--- config.mk ---
export PLATFORM = sky130hd
export DESIGN_NAME = ifetch_queue
export DESIGN_NICKNAME = d
export VERILOG_FILES = /design/src/rtl/riscv_pkg.sv /design/src/rtl/ifq_fifo.sv /design/src/rtl/ifetch_queue.sv
export SDC_FILE = /design/constraint.sdc
export NUM_CORES = 1
export LEC_CHECK = 0
export ABC_AREA = 1
export ABC_CLOCK_PERIOD_IN_PS = 6850
export BUFFER_PORTS_ARGS = -buffer_cell sky130_fd_sc_hd__buf_4
export CAP_MARGIN = 20
export CORE_ASPECT_RATIO = 1.2
export CORE_MARGIN = 1
export CORE_UTILIZATION = 55
export DETAILED_ROUTE_END_ITERATION = 7
export GPL_ROUTABILITY_DRIVEN = 0
export PLACE_DENSITY_LB_ADDON = 0.1
export SETUP_SLACK_MARGIN = 0.2
export SKIP_LAST_GASP = 1
export SYNTH_ARGS = -nofsm -noshare
export SYNTH_HDL_FRONTEND = slang
export SYNTH_HIERARCHICAL = 1
export SYNTH_SLANG_ARGS = --single-unit
export TNS_END_PERCENT = 50
--- constraint.sdc ---
create_clock -name clk -period 6.85 [get_ports clk]
set_input_delay 0.685 -clock clk [delete_from_list [all_inputs] [get_ports clk]]
set_output_delay 0.685 -clock clk [all_outputs]
set_load 0.1 [all_outputs]
--- src/rtl/riscv_pkg.sv ---
// Shared RISC-V definitions used by the fetch queue and the main decoder.
// Contents:
//   - instruction-word field slice macros (RV_OPCODE, RV_RD, RV_FUNCT3, RV_RS1, RV_RS2, RV_FUNCT7)
//   - XLEN_DEFAULT         default datapath width
//   - OPC_BRANCH/JAL/JALR  major opcodes for control-transfer instructions
//   - preDecodeT/preDecode control-transfer flags derived from an opcode

`ifndef RISCV_FIELD_MACROS
`define RISCV_FIELD_MACROS
`define RV_OPCODE(w) w[6:0]
`define RV_RD(w)     w[11:7]
`define RV_FUNCT3(w) w[14:12]
`define RV_RS1(w)    w[19:15]
`define RV_RS2(w)    w[24:20]
`define RV_FUNCT7(w) w[31:25]
`endif

package riscv_pkg;

    localparam int unsigned XLEN_DEFAULT = 32;

    localparam logic [6:0] OPC_BRANCH = 7'b1100011;
    localparam logic [6:0] OPC_JAL    = 7'b1101111;
    localparam logic [6:0] OPC_JALR   = 7'b1100111;

    typedef struct packed {
        logic isBranch;
        logic isJal;
        logic isJalr;
    } preDecodeT;

    localparam int unsigned PREDECODE_W = 3;

    function automatic preDecodeT preDecode(input logic [6:0] opcode);
        preDecodeT pd;
        pd.isBranch = (opcode == OPC_BRANCH);
        pd.isJal    = (opcode == OPC_JAL);
        pd.isJalr   = (opcode == OPC_JALR);
        return pd;
    endfunction

endpackage

--- src/rtl/ifq_fifo.sv ---
// Synchronous FIFO with a registered head entry.
// Ports:
//   clk, reset            clock, asynchronous active-high reset
//   flush                 empty the FIFO (wins over push)
//   push, pushData        write one entry
//   pop                   retire the head entry (ignored when empty)
//   count                 current occupancy
//   headValid, headData   head entry, driven straight from flops; headData is 0 when empty
// The caller guarantees that a push never finds the FIFO full.

module ifq_fifo #(
    parameter int unsigned WIDTH = 64,
    parameter int unsigned DEPTH = 4
) (
    input  logic                     clk,
    input  logic                     reset,
    input  logic                     flush,
    input  logic                     push,
    input  logic [WIDTH-1:0]         pushData,
    input  logic                     pop,
    output logic [$clog2(DEPTH):0]   count,
    output logic                     headValid,
    output logic [WIDTH-1:0]         headData
);

    localparam int unsigned AW = $clog2(DEPTH);
    localparam int unsigned CW = AW + 1;

    logic [WIDTH-1:0] mem [DEPTH];
    logic [AW-1:0]    wrPtrQ, wrPtrD, rdPtrQ, rdPtrD, rdNext;
    logic [CW-1:0]    countQ, countD;
    logic             headValidQ, headValidD;
    logic [WIDTH-1:0] headDataQ, headDataD;
    logic             doPush, doPop;

    assign doPush = push && !flush;
    assign doPop  = pop && headValidQ && !flush;
    assign rdNext = rdPtrQ + AW'(1);

    always_comb begin
        wrPtrD     = wrPtrQ + AW'(doPush);
        rdPtrD     = rdPtrQ + AW'(doPop);
        countD     = countQ + CW'(doPush) - CW'(doPop);
        headValidD = headValidQ;
        headDataD  = headDataQ;
        if (flush) begin
            wrPtrD = '0;
            rdPtrD = '0;
            countD = '0;
        end
        // Head register tracks whatever entry will be at rdPtr next cycle.
        if (countD == '0) begin
            headValidD = 1'b0;
            headDataD  = '0;
        end else if (doPop) begin
            headValidD = 1'b1;
            // With one entry left, the new head can only be the entry pushed now.
            headDataD  = (countQ == CW'(1)) ? pushData : mem[rdNext];
        end else if (!headValidQ) begin
            headValidD = 1'b1;
            headDataD  = pushData;
        end
    end

    always_ff @(posedge clk or posedge reset) begin
        if (reset) begin
            wrPtrQ     <= '0;
            rdPtrQ     <= '0;
            countQ     <= '0;
            headValidQ <= 1'b0;
            headDataQ  <= '0;
        end else begin
            wrPtrQ     <= wrPtrD;
            rdPtrQ     <= rdPtrD;
            countQ     <= countD;
            headValidQ <= headValidD;
            headDataQ  <= headDataD;
        end
    end

    always_ff @(posedge clk) begin
        if (doPush) begin
            mem[wrPtrQ] <= pushData;
        end
    end

    assign count     = countQ;
    assign headValid = headValidQ;
    assign headData  = headDataQ;

endmodule

--- src/rtl/ifetch_queue.sv ---
// Instruction fetch queue: issues sequential word fetches, buffers in-order responses and
// presents {instr, pc, pc+4} to decode over valid/ready. A redirect flushes the queue and
// discards every response still in flight for the old path.
// Ports:
//   clk, reset                         clock, asynchronous active-high reset
//   imem_req_valid/addr/ready          fetch request channel (addr word aligned)
//   imem_rsp_valid/data                in-order response channel, never back-pressured
//   redirect_valid/pc                  flush and restart fetch at redirect_pc & ~3
//   id_valid/ready                     decode handshake
//   id_instr, id_pc, id_pcplus4        head entry (all 0 when empty)
//   id_is_branch/jal/jalr              predecoded head flags, only when IFQ_PREDECODE_EN is defined
// Occupancy plus outstanding requests never exceeds DEPTH, so the FIFO cannot overflow.

module ifetch_queue
    import riscv_pkg::*;
#(
    parameter int unsigned     DEPTH    = 4,
    parameter int unsigned     XLEN     = XLEN_DEFAULT,
    parameter logic [XLEN-1:0] RESET_PC = '0
) (
    input  logic            clk,
    input  logic            reset,
    output logic            imem_req_valid,
    output logic [XLEN-1:0] imem_req_addr,
    input  logic            imem_req_ready,
    input  logic            imem_rsp_valid,
    input  logic [XLEN-1:0] imem_rsp_data,
    input  logic            redirect_valid,
    input  logic [XLEN-1:0] redirect_pc,
    output logic            id_valid,
    input  logic            id_ready,
    output logic [XLEN-1:0] id_instr,
    output logic [XLEN-1:0] id_pc,
    output logic [XLEN-1:0] id_pcplus4
`ifdef IFQ_PREDECODE_EN
    ,
    output logic            id_is_branch,
    output logic            id_is_jal,
    output logic            id_is_jalr
`endif
);

    localparam int unsigned AW = $clog2(DEPTH);
    localparam int unsigned CW = AW + 1;
    localparam logic [CW:0] DepthLim = (CW+1)'(DEPTH);
`ifdef IFQ_PREDECODE_EN
    localparam int unsigned FW = 2 * XLEN + PREDECODE_W;
`else
    localparam int unsigned FW = 2 * XLEN;
`endif

    logic [XLEN-1:0] fetchPcQ, fetchPcD;
    logic [CW-1:0]   outstandingQ, outstandingD;
    logic [CW-1:0]   dropQ, dropD;
    logic [AW-1:0]   tagWrQ, tagWrD, tagRdQ, tagRdD;
    logic [XLEN-1:0] pcTag [DEPTH];

    logic [CW-1:0]   fifoCount;
    logic [CW:0]     inFlight;
    logic            reqValid, reqFire;
    logic            rspDrop, rspLive, fifoPush;
    logic [XLEN-1:0] rspPc;
    logic [FW-1:0]   pushData, headData;
    logic            headValid;
    logic            unusedPcBits;

    assign unusedPcBits = ^redirect_pc[1:0];

    // Reserve a FIFO slot for every request before it is issued.
    assign inFlight = {1'b0, fifoCount} + {1'b0, outstandingQ};
    assign reqValid = !reset && !redirect_valid && (inFlight < DepthLim);
    assign reqFire  = reqValid && imem_req_ready;

    // Responses owed to a previous path arrive first and are consumed by dropQ.
    assign rspDrop  = imem_rsp_valid && (dropQ != '0);
    assign rspLive  = imem_rsp_valid && (dropQ == '0);
    assign fifoPush = rspLive && !redirect_valid;

    // Tag queue occupancy equals outstandingQ; when empty the response belongs to the
    // request being accepted this very cycle (zero-latency memory).
    assign rspPc = (outstandingQ == '0) ? fetchPcQ : pcTag[tagRdQ];

    always_comb begin
        fetchPcD     = fetchPcQ;
        outstandingD = outstandingQ;
        dropD        = dropQ;
        tagWrD       = tagWrQ;
        tagRdD       = tagRdQ;
        if (redirect_valid) begin
            fetchPcD     = {redirect_pc[XLEN-1:2], 2'b00};
            outstandingD = '0;
            // Everything still owed by memory for the old path becomes droppable, including
            // a live response arriving now, which is discarded rather than pushed.
            dropD        = dropQ - CW'(rspDrop) + outstandingQ + CW'(reqFire) - CW'(rspLive);
            tagWrD       = '0;
            tagRdD       = '0;
        end else begin
            if (reqFire) begin
                fetchPcD = fetchPcQ + XLEN'(4);
            end
            outstandingD = outstandingQ + CW'(reqFire) - CW'(rspLive);
            dropD        = dropQ - CW'(rspDrop);
            tagWrD       = tagWrQ + AW'(reqFire);
            tagRdD       = tagRdQ + AW'(rspLive);
        end
    end

    always_ff @(posedge clk or posedge reset) begin
        if (reset) begin
            fetchPcQ     <= RESET_PC;
            outstandingQ <= '0;
            dropQ        <= '0;
            tagWrQ       <= '0;
            tagRdQ       <= '0;
        end else begin
            fetchPcQ     <= fetchPcD;
            outstandingQ <= outstandingD;
            dropQ        <= dropD;
            tagWrQ       <= tagWrD;
            tagRdQ       <= tagRdD;
        end
    end

    always_ff @(posedge clk) begin
        if (reqFire) begin
            pcTag[tagWrQ] <= fetchPcQ;
        end
    end

`ifdef IFQ_PREDECODE_EN
    assign pushData = {preDecode(`RV_OPCODE(imem_rsp_data)), imem_rsp_data, rspPc};
`else
    assign pushData = {imem_rsp_data, rspPc};
`endif

    ifq_fifo #(
        .WIDTH (FW),
        .DEPTH (DEPTH)
    ) u_fifo (
        .clk       (clk),
        .reset     (reset),
        .flush     (redirect_valid),
        .push      (fifoPush),
        .pushData  (pushData),
        .pop       (id_valid && id_ready),
        .count     (fifoCount),
        .headValid (headValid),
        .headData  (headData)
    );

    assign imem_req_valid = reqValid;
    assign imem_req_addr  = fetchPcQ;
    assign id_valid       = headValid;
    assign id_instr       = headData[2*XLEN-1:XLEN];
    assign id_pc          = headData[XLEN-1:0];
    assign id_pcplus4     = headValid ? (headData[XLEN-1:0] + XLEN'(4)) : '0;

`ifdef IFQ_PREDECODE_EN
    preDecodeT headPd;
    assign headPd       = preDecodeT'(headData[FW-1:2*XLEN]);
    assign id_is_branch = headPd.isBranch;
    assign id_is_jal    = headPd.isJal;
    assign id_is_jalr   = headPd.isJalr;
`endif

endmodule

==> run_results.csv, run 1 <==
group,metric,value,unit
critical_path,path_cells,"inv_1, nand3_1, nor3_1, nand2_1, inv_1, nand2_1, o21ai_0, ha_1, inv_1, fa_1, nor2_1, nor2_1, nand2_1, buf_4, inv_2, nor2_1",
timing,drv_slew,0,
yosys,synth_top_area_frac,0.505,
yosys,syn_inst,2376,
yosys,synthTopCellsByArea,"edfxtp_1 (50%), dfrtp_1 (13%), nand2_1 (9.8%), nor2_1 (8.5%), nand3_1 (3.8%)",
critical_path,path_depth,16,
yosys,syn_avg_cell_area,9.42,µm²
layout,synthToLayoutAreaGrowth,16.1,%
clock_network,h-tree-depth,2,
critical_path,crit_path_end,"u_fifo/headData[13]",
detailed_routing,ant_nets,0,
timing,maxSlewHeadroom,0.245,
critical_path,cp-end-kind,"flip-flop",
timing,setup_viol_count_final,0,
clock_network,cts.hold.buffers_added,0,
critical_path,r2r-start,"dropQ[2]",
critical_path,reg2reg_depth,16,
timing,fin_crit_sh,0.530,
critical_path,r2r_slack,3220,ps
place,dp_cells,3037,
detailed_routing,drc,0,
layout,multi_input_area,7140,µm²
layout,postLayoutCellArea,26000,µm²
timing,setup-tns-final,0,ps
critical_path,critPathRequiredTime,7250,ps
layout,regArea,14100,µm²
yosys,seq_area_frac_synth,0.630,
timing,worstMarginPinSlew,1130,ps
critical_path,cp_num_buf_inv,5,
floorplan,io_pins,200,
global_routing,antenna_found_initial,0,
clock_network,postCtsResizedCells,0,
timing,finalCriticalPeriod,3630,ps
yosys,ys_ff_latch,488,
detailed_routing,post_drt_wl_per_cell,17.8,µm
layout,num-fill-cells,3186,
detailed_routing,viasPerCell,5.40,
floorplan,core_region_area,39900,µm²
worst_hold_path,worstHoldPathType,"in -> async",
clock_network,cts_setup_buffers,0,
global_routing,grt_overflow,0,
place,dpl_cell_area,24300,µm²
detailed_routing,drt_iter0_markers,1296,
critical_path,crit_start,"dropQ[2]",
yosys,ys_types,36,
critical_path,slowest_stage,"inv_2",
yosys,synth_edf_count,376,
timing,finalHoldViolCount,0,
yosys,async_flop_share,0.230,
layout,stdcell_count,3126,
global_routing,grt_max_degree,73,
detailed_routing,routed_wirelength,55.6,mm
clock_network,clkTransAtPathRegs,70,ps
yosys,yosysTopAreaCell,"edfxtp_1",
floorplan,die_y,223,µm
place,portBuffers,195,
power_and_ir_drop,power,8.12,mW
power_and_ir_drop,cellLeakagePower,10.9,nW
flow_run,maxCapViolations,0,
critical_path,cp_top_family,"buffers and inverters",
global_routing,grt_usage,0.271,
layout,drive_gt1_frac,0.140,
clock_network,cts_root_buffer,"clkbuf_16",
layout,diodes,0,
detailed_routing,firstDrtPassIters,5,
clock_network,cts_buffer_depth,3,
clock_network,clk_latency,560,ps
critical_path,worstReg2RegEnd,"u_fifo/headData[13]",
clock_network,clock-sinks,488,
critical_path,critPathKind,"reg -> reg",
floorplan,start_util,0.560,
detailed_routing,via_count,16900,
critical_path,path_max_fanout,45,
critical_path,startpoint_type,"flip-flop",
floorplan,die_x,186,µm
floorplan,dieArea,41500,µm²
timing,fmax,275,MHz
yosys,synthFlopType,"edfxtp_1",
critical_path,critical-path-max-stage-delay,770,ps
layout,final_nets,2642,
yosys,ys_warn_count,6,
global_routing,grt_pass1_vias,16300,
floorplan,rows,80,
critical_path,worstPathArrival,4040,ps
outcome,status,"completed",
timing,grt_setup_unrepaired,"no",
place,hpwl,33.4,mm
power_and_ir_drop,p_per_area,312,nW/µm²
global_routing,grt_pass1_wl,87.0,mm
clock_network,cts_tree,"yes",
yosys,synth_area,22400,µm²
clock_network,numCtsBuffers,48,
power_and_ir_drop,peakVddDrop,0.000191,V
timing,fin_worst_skew,8.66,ps
-- cells in the mapped netlist (all sizes together), types with 2 or more instances --
| library cell | instances |
|---|---|
| dfrtp | 112 |
| nor2 | 523 |
| a31oi | 3 |
| clkbuf | 35 |
| a21oi | 15 |
| ha | 13 |
| fa | 4 |
| nand3 | 170 |
| edfxtp | 376 |
| and2 | 2 |
| or2 | 51 |
| buf | 66 |
| xor2 | 4 |
| o22ai | 28 |
| o21ai | 166 |
| nor3 | 10 |
| xnor2 | 7 |
| inv | 188 |
| nand4 | 2 |
| nand2 | 598 |
-- layout make-up --
class | instances | area share
Clock inverter | 20 | 0.0118
Timing Repair Buffer | 219 | 0.0640
Inverter | 189 | 0.0273
Tap cell | 533 | 0.0257
Sequential cell | 488 | 0.542
Clock buffer | 68 | 0.0538
Multi-Input combinational cell | 1609 | 0.275
-- cell families (layout without fill, tap and decap cells) --
kind of cell	Yosys count	after routing	share of synthesized area
DFF	488	488	0.630
xor gates and xnor gates	11	11	0.00430
AOI/OAI and AO/OA	212	212	0.0491
other	1	12	0.000168
adders and majority gates	17	17	0.0108
buffers and inverters	290	496	0.0553
and+or+nand+nor	1357	1357	0.251
-- metrics by stage --
stage / setup WS [ps] / hold slack [ps] / util
finish: 3220 / 178 / 0.651
global route: 2860 / 184 / 0.651
CTS: 3210 / 293 / 0.650
detailed placement: 2660 / 500 / 0.607
global placement: 2790 / 496 / 0.607
floorplan: 506 / 544 / -
-- cells in the final DEF, fill, tap and decap left out, types with 8 or more instances in the layout --
cell | netlist | final
or2_2 | 16 | 16
clkbuf_16 | 0 | 49
o22ai_1 | 28 | 28
nor3_2 | 1 | 8
nor2_2 | 8 | 8
edfxtp_1 | 376 | 376
ha_1 | 13 | 13
inv_1 | 181 | 179
clkinv_2 | 0 | 9
nor2_1 | 506 | 506
inv_2 | 7 | 8
conb_1 | 1 | 12
nand2_2 | 8 | 8
buf_4 | 4 | 218
nor2_4 | 9 | 9
clkbuf_8 | 0 | 10
nand2_1 | 586 | 585
clkbuf_1 | 35 | 9
bufinv_16 | 0 | 8
a21oi_1 | 15 | 15
nand3_1 | 169 | 169
or2_0 | 28 | 28
o21ai_0 | 159 | 159
dfrtp_1 | 112 | 110
-- layer usage --
layer	share of wire	track usage
met1	0.40	0.341
met2	0.51	0.479
met3	0.057	0.0348
met4	0.029	0.0902
met5	0	0
-- flip-flops by register name, summed over array words and instances, names as in the netlist --
register	cells
u_fifo/wrPtrQ	2
outstandingQ	3
dropQ	3
tagRdQ	2
imem_req_addr	30
u_fifo/rdPtrQ	2
u_fifo/count	3
pcTag	120
u_fifo/mem	256
u_fifo/headValid	1
tagWrQ	2
u_fifo/headData	64
-- power by group --
group | internal, mW | switching (mW) | total, mW
combinational | 0.426 | 1.24 | 1.66
clock | 1.72 | 1.11 | 2.83
sequential | 3.50 | 0.125 | 3.62
-- worst reg2reg max path: stages, from the launching register on --
cell	delay (ps)
dfrtp_1	390
inv_1	80
nand3_1	100
nor3_1	270
nand2_1	230
inv_1	120
nand2_1	50
o21ai_0	70
ha_1	180
inv_1	60
fa_1	510
nor2_1	60
nor2_1	120
nand2_1	60
buf_4	250
inv_2	790
nor2_1	150
-- worst min path at each step --
stage                                endpoint  slack, ps  cells past startpoint
after floorplan              u_fifo/wrPtrQ[1]        540                      2
after global placement    u_fifo/headData[56]        500                      2
after detailed placement  u_fifo/headData[54]        500                      2
after CTS                           tagRdQ[1]        290                      3
after global routing         u_fifo/headValid        180                      3
final                        u_fifo/wrPtrQ[1]        180                      3
(Power assumes the default switching activity.)
==> run 2: changes to the inputs <==
- ABC_AREA: 1 -> 0
- ABC_CLOCK_PERIOD_IN_PS: 6850 -> 3800
- clock period: 6.85 -> 3.8 ns (I/O delays scaled with it)
==> run 2 against run 1 <==
Against the previous run:
- non-clock buffer count increased by 25
- critical path type is now reg -> out
- total power increased by 61%
- sequential power up 76%
- sequential share of layout area up 2.6 points
- highest routed layer unchanged
==> run_results.csv, run 2 <==
group,metric,value,unit
critical_path,critPathRequiredTime,3420,ps
yosys,synthTopCellsByArea,"edfxtp_1 (53%), dfrtp_1 (13%), mux4_2 (10%), o2111a_1 (2.4%), a211o_1 (1.9%)",
layout,postLayoutCellArea,24800,µm²
yosys,async_flop_share,0.230,
yosys,syn_avg_cell_area,16.2,µm²
yosys,ys_types,59,
power_and_ir_drop,p_per_area,525,nW/µm²
clock_network,cts_tree,"yes",
yosys,synth_top_area_frac,0.535,
critical_path,cp_num_buf_inv,2,
detailed_routing,firstDrtPassIters,5,
layout,final_cell_mix,"edfxtp_1 (376), buf_4 (236), dfrtp_1 (108), mux4_2 (94)",
timing,finalCriticalPeriod,3400,ps
critical_path,critical-path-max-stage-delay,550,ps
global_routing,grt_usage,0.253,
critical_path,crit_top_cell,"buf_4",
flow_run,maxCapViolations,0,
timing,setup-tns-final,0,ps
detailed_routing,via_count,12700,
global_routing,grt_pass1_wl,75.7,mm
yosys,synth_edf_count,376,
yosys,synth_area,21100,µm²
global_routing,grt_pass1_vias,13000,
layout,num-fill-cells,2730,
critical_path,reg2reg_depth,10,
layout,top_register,"u_fifo/mem",
floorplan,die_x,181,µm
floorplan,die_y,217,µm
layout,largest_reg_flops,256,
timing,whs,25.7,ps
clock_network,numCtsBuffers,47,
critical_path,startpoint_type,"flip-flop",
layout,stdcell_count,2026,
yosys,seq_area_frac_synth,0.667,
layout,final_util,0.655,
yosys,post-synth-top-count-cell,"edfxtp_1",
yosys,synth_compound_area_frac,0.0800,
global_routing,grt_max_degree,70,
critical_path,cp_top_family,"simple AND/OR/NAND/NOR gates",
detailed_routing,drc,0,
detailed_routing,drt_iter0_markers,879,
yosys,synth.area.mux_share,0.118,
yosys,yosysTopAreaCell,"edfxtp_1",
timing,fin_ws,396,ps
critical_path,worstPathArrival,3020,ps
yosys,synth_commonest_cells,"edfxtp_1 (376), dfrtp_1 (112), mux4_2 (94)",
yosys,ys_ff_latch,488,
global_routing,met3_usage,0.0373,
critical_path,cp-end-kind,"output port",
layout,final_nets,1595,
detailed_routing,viasPerCell,6.25,
floorplan,start_util,0.558,
layout,drive_gt1_frac,0.296,
yosys,synthFlopType,"edfxtp_1",
timing,drv_slew,0,
timing,setup_viol_count_final,0,
critical_path,path_max_fanout,9,
floorplan,dieArea,39200,µm²
yosys,synth_xor_area_frac,0.0197,
power_and_ir_drop,peakVddDrop,0.000469,V
layout,final_common_cell,"edfxtp_1",
place,portBuffers,195,
global_routing,antenna_found_initial,0,
clock_network,cts_root_buffer,"clkbuf_16",
clock_network,cts_setup_buffers,0,
power_and_ir_drop,cellLeakagePower,8.87,nW
critical_path,critPathKind,"reg -> out",
place,dp_cells,1937,
yosys,synth-simple-area-share,0.0771,
critical_path,path_cells,"nand4_1, or4_4, buf_4, nor4_1, xor2_1, and2_1, buf_4",
global_routing,busiest_layer,"met2",
clock_network,clock-sinks,488,
yosys,ys_warn_count,6,
floorplan,rows,78,
clock_network,cts_buffer_depth,3,
worst_hold_path,hold_depth,3,
detailed_routing,post_drt_wl_per_cell,23.8,µm
yosys,synthAdderAreaFrac,0.0115,
timing,grt_setup_unrepaired,"no",
power_and_ir_drop,power,13.0,mW
global_routing,grt_overflow,0,
yosys,synth_top_family_by_area,"multiplexers",
critical_path,path_depth,7,
timing,fin_worst_skew,19.3,ps
clock_network,clkTransAtPathRegs,60,ps
detailed_routing,ant_nets,0,
place,hpwl,29.6,mm
floorplan,io_pins,200,
global_routing,grt_util_met1,0.346,
timing,fmax,294,MHz
place,dp_slack,413,ps
timing,finalHoldViolCount,0,
layout,diodes,0,
timing,fin_crit_sh,0.896,
layout,synthToLayoutAreaGrowth,17.5,%
timing,maxSlewHeadroom,0.330,
critical_path,slowest_stage,"dfrtp_1",
yosys,syn_inst,1301,
outcome,status,"completed",
worst_hold_path,worstHoldPathType,"in -> reg",
timing,worstMarginPinSlew,1000,ps
detailed_routing,routed_wirelength,48.3,mm
floorplan,core_region_area,37900,µm²
global_routing,met2_usage,0.428,
place,dpl_cell_area,23300,µm²
clock_network,clk_latency,560,ps
clock_network,h-tree-depth,2,
## run 2: final timing paths
| check | slack (ps) | startpoint | to |
|---|---|---|---|
| worst max-delay path | 400 | u_fifo/headData[8] | id_pcplus4[27] |
| worst min-delay path | 30 | redirect_pc[4] | imem_req_addr[4] |
| worst max register to register | 400 | u_fifo/count[1] | dropQ[2] |
| min in group asynchronous | 310 | reset | dropQ[2] |
| worst min register to register | 600 | dropQ[2] | dropQ[2] |
| max in group asynchronous | 2600 | reset | u_fifo/headData[34] |
## run 2: routing by layer
| metal | vias to the layer above | wire (µm) | share of wire |
|---|---|---|---|
| li1 | 5624 | - | - |
| met1 | 6563 | 20400 | 0.42 |
| met2 | 411 | 24600 | 0.51 |
| met3 | 66 | 2440 | 0.051 |
| met4 | 0 | 884 | 0.018 |
| met5 | - | 0 | 0 |
## run 2: power by group
group | switching (mW) | total, mW | internal, mW
registers | 0.219 | 6.38 | 6.16
clock network | 1.87 | 4.45 | 2.58
logic | 1.46 | 2.20 | 0.740
total | 3.55 | 13.0 | 9.48
## run 2: repair_timing
action	CTS	global route
hold endpoints to repair	3	0
hold buffers	1	0
resized for setup	0	1
endpoints found under the setup margin	0	5
## run 2: cell families (layout without fill, tap and decap cells)
group / count (synthesis) / in the layout
muxes: 127 / 127
xor gates and xnor gates: 46 / 46
adders and majority gates: 17 / 17
buffers and inverters: 123 / 357
other: 1 / 12
and+or+nand+nor: 296 / 296
AOI/OAI and AO/OA: 203 / 203
DFF: 488 / 488
## run 2: worst reg2reg max path: stages (launching register included)
cell	delay (ps)
dfrtp_1	470
ha_1	220
or4_4	510
or4b_1	570
ha_1	300
inv_1	50
fa_1	380
fa_1	390
xnor2_1	160
nand2_1	80
xnor2_1	160
## run 2: layout make-up
cell class	count	area, µm²	share of cell area
Clock inverter	10	43.8	0.00176
Clock buffer	77	1440	0.0581
Inverter	26	111	0.00449
Tap cell	480	601	0.0242
Multi-Input combinational cell	701	6600	0.266
Sequential cell	488	14100	0.568
Timing Repair Buffer	244	1920	0.0774
==> run 3: changes to the inputs <==
- BUFFER_PORTS_ARGS: -buffer_cell sky130_fd_sc_hd__buf_4 -> -buffer_cell sky130_fd_sc_hd__buf_2
- SYNTH_HIERARCHICAL: 1 -> unset
==> run 3 against run 2 <==
Against the previous run:
- synthesized cell count down 2.9%
- sequential share of layout area increased by 2.3 points
- flip-flop and latch count fell by 9
- sequential power is 6.4% higher
- the run now ends with negative hold slack left
- setup slack got worse by 41 ps
- clock power barely moved
- non-clock buffer count down 12
- count of clock-buffer cells in the layout shrank 10
- die area is 4.8% lower
- clock skew fell by 3.8 ps
- via count decreased by 7.1%
==> run_results.csv, run 3 <==
group,metric,value,unit
timing,grt_setup_unrepaired,"no",
layout,final_cell_mix,"edfxtp_1 (368), buf_2 (193), dfrtp_1 (104), a21oi_1 (96), mux4_2 (92)",
timing,finalCriticalPeriod,3440,ps
timing,fmax,290,MHz
clock_network,cts_root_buffer,"clkbuf_16",
global_routing,grt_usage,0.242,
outcome,violations,"negative hold slack",
yosys,synthFlopType,"edfxtp_1",
yosys,post-synth-top-count-cell,"edfxtp_1",
critical_path,r2r-start,"outstandingQ[2]",
clock_network,cts_tree,"yes",
detailed_routing,ant_nets,0,
layout,num-fill-cells,2575,
critical_path,worstReg2RegEnd,"dropQ[2]",
place,hpwl,26.7,mm
clock_network,numCtsBuffers,46,
global_routing,busiest_layer,"met2",
global_routing,grt_util_met1,0.321,
layout,final_nets,1554,
detailed_routing,routed_wirelength,43.4,mm
floorplan,start_util,0.559,
timing,worstMarginPinSlew,913,ps
clock_network,clock-sinks,479,
yosys,synth_edf_count,368,
timing,fin_worst_skew,15.5,ps
yosys,ys_ff_latch,479,
critical_path,r2r_slack,360,ps
floorplan,rows,76,
clock_network,clk_latency,550,ps
clock_network,h-tree-depth,2,
power_and_ir_drop,peakVddDrop,0.000432,V
detailed_routing,drc,0,
yosys,synth_top_area_frac,0.550,
timing,fin_crit_sh,0.906,
yosys,seq_area_frac_synth,0.688,
clock_network,cts_buffer_depth,3,
critical_path,critPathRequiredTime,4230,ps
global_routing,met2_usage,0.414,
global_routing,grt_pass1_wl,68.8,mm
layout,top_register,"u_fifo.mem",
yosys,yosysTopAreaCell,"edfxtp_1",
layout,drive_gt1_frac,0.304,
floorplan,die_x,177,µm
yosys,ys_warn_count,0,
power_and_ir_drop,p_per_area,695,nW/µm²
yosys,synth_area,20100,µm²
flow_run,maxCapViolations,0,
detailed_routing,firstDrtPassIters,5,
worst_hold_path,worstHoldPathType,"in -> async",
layout,postLayoutCellArea,23400,µm²
detailed_routing,viasPerCell,5.97,
critical_path,startpoint_type,"flip-flop",
power_and_ir_drop,power,16.3,mW
global_routing,grt_overflow,0,
layout,final_common_cell,"edfxtp_1",
global_routing,antenna_found_initial,0,
timing,whs,-4.12,ps
outcome,status,"complete, but fails checks",
yosys,ys_types,53,
yosys,syn_inst,1263,
timing,setup-tns-final,0,ps
critical_path,path_max_fanout,3,
detailed_routing,drt_iter0_markers,791,
floorplan,core_region_area,35900,µm²
layout,largest_reg_flops,248,
place,dpl_cell_area,21900,µm²
layout,synthToLayoutAreaGrowth,16.5,%
layout,diodes,0,
timing,setup_viol_count_final,0,
yosys,synth_commonest_cells,"edfxtp_1 (368), dfrtp_1 (111), a21oi_1 (98)",
power_and_ir_drop,cellLeakagePower,8.53,nW
timing,drv_slew,0,
timing,maxSlewHeadroom,0.389,
detailed_routing,via_count,11800,
critical_path,critPathKind,"reg -> reg",
global_routing,grt_max_degree,68,
critical_path,reg2reg_depth,11,
yosys,synthTopCellsByArea,"edfxtp_1 (55%), dfrtp_1 (14%), mux4_2 (10%), a21oi_1 (2.4%), o21ai_0 (2.1%)",
floorplan,die_y,211,µm
yosys,syn_avg_cell_area,15.9,µm²
detailed_routing,post_drt_wl_per_cell,22.0,µm
global_routing,grt_pass1_vias,12100,
critical_path,worstPathArrival,3880,ps
global_routing,met3_usage,0.0327,
floorplan,io_pins,200,
critical_path,cp-end-kind,"flip-flop",
clock_network,clkTransAtPathRegs,60,ps
yosys,async_flop_share,0.232,
floorplan,dieArea,37300,µm²
layout,final_util,0.652,
place,portBuffers,195,
timing,finalHoldViolCount,8,
==> run 3: cell count changes after synthesis, sizes merged, moves of 23 or more <==
cell	before	now
o21ai	38	86
a211o	45	1
nand3	50	27
o2111a	45	0
or3	50	4
nand2	48	84
a21oi	3	98
mux2i	3	34
==> run 3: per-stage QoR <==
step | hold WS, ps | instances | setup slack, ps
3_3_place_gp | 545 | 1883 | 248
2_1_floorplan | 479 | 1264 | -1000
5_1_grt | 18.8 | 1971 | 218
6_report | -4.12 | 1971 | 355
4_1_cts | 4.69 | 1969 | 200
3_5_place_dp | 555 | 1883 | 208
==> run 3: kinds of logic (layout without fill, tap and decap cells) <==
logic type | after synthesis | in the layout | share of synthesized area
flops | 479 | 479 | 0.688
simple gates | 241 | 241 | 0.0613
compound gates | 220 | 220 | 0.0603
mux | 158 | 158 | 0.138
buf+inv | 103 | 342 | 0.0207
xor+xnor | 42 | 42 | 0.0183
fa+ha+maj | 19 | 19 | 0.0133
other cells | 1 | 2 | 0.000187
==> run 3: per-layer routing <==
| layer | vias up | routed length [µm] |
|---|---|---|
| met4 | 0 | 1010 |
| met3 | 71 | 2100 |
| met5 | - | 0 |
| li1 | 5310 | - |
| met2 | 392 | 22300 |
| met1 | 5997 | 18100 |
==> run 3: report_power, final <==
group | switching [mW] | total, mW | internal (mW)
combinational | 3.86 | 5.05 | 1.18
clock | 1.86 | 4.44 | 2.58
sequential | 0.491 | 6.79 | 6.30
==> run 3: layout make-up <==
type | count | area (µm²) | share of cell area
clock buffers | 67 | 1330 | 0.0569
clock inverters | 19 | 150 | 0.00641
inverters | 24 | 93.8 | 0.00401
multi-input cells | 682 | 6000 | 0.256
flip-flops and latches | 479 | 13800 | 0.591
well taps | 468 | 586 | 0.0250
repair buffers | 232 | 1420 | 0.0607
==> run 3: worst max-delay path by stage <==
stage | from | endpoint | slack [ps] | cells past startpoint
2_1_floorplan | redirect_valid | u_fifo.mem[0][10] | -1000 | 3
3_3_place_gp | outstandingQ[2] | dropQ[2] | 250 | 11
3_5_place_dp | outstandingQ[2] | dropQ[2] | 210 | 11
4_1_cts | outstandingQ[2] | dropQ[2] | 200 | 11
5_1_grt | outstandingQ[2] | dropQ[2] | 220 | 11
6_report | outstandingQ[2] | dropQ[2] | 360 | 11
==> run 3: what timing repair did <==
| action | in CTS | in global routing |
|---|---|---|
| resized for setup | 1 | 3 |
| hold buffers | 0 | 0 |
| setup buffers | 0 | 2 |
| endpoints found under the setup margin | 3 | 1 |
| pin swaps | 0 | 1 |
==> run 3: critical path, cell delays in order (launching register included) <==
cell     delay (ps)
dfrtp_2         420
ha_1            280
or4_1           490
or4b_4          520
ha_1            290
inv_1            60
fa_1            380
fa_2            350
xnor2_1         170
xnor2_1         130
nand2_1          80
xnor2_1         160
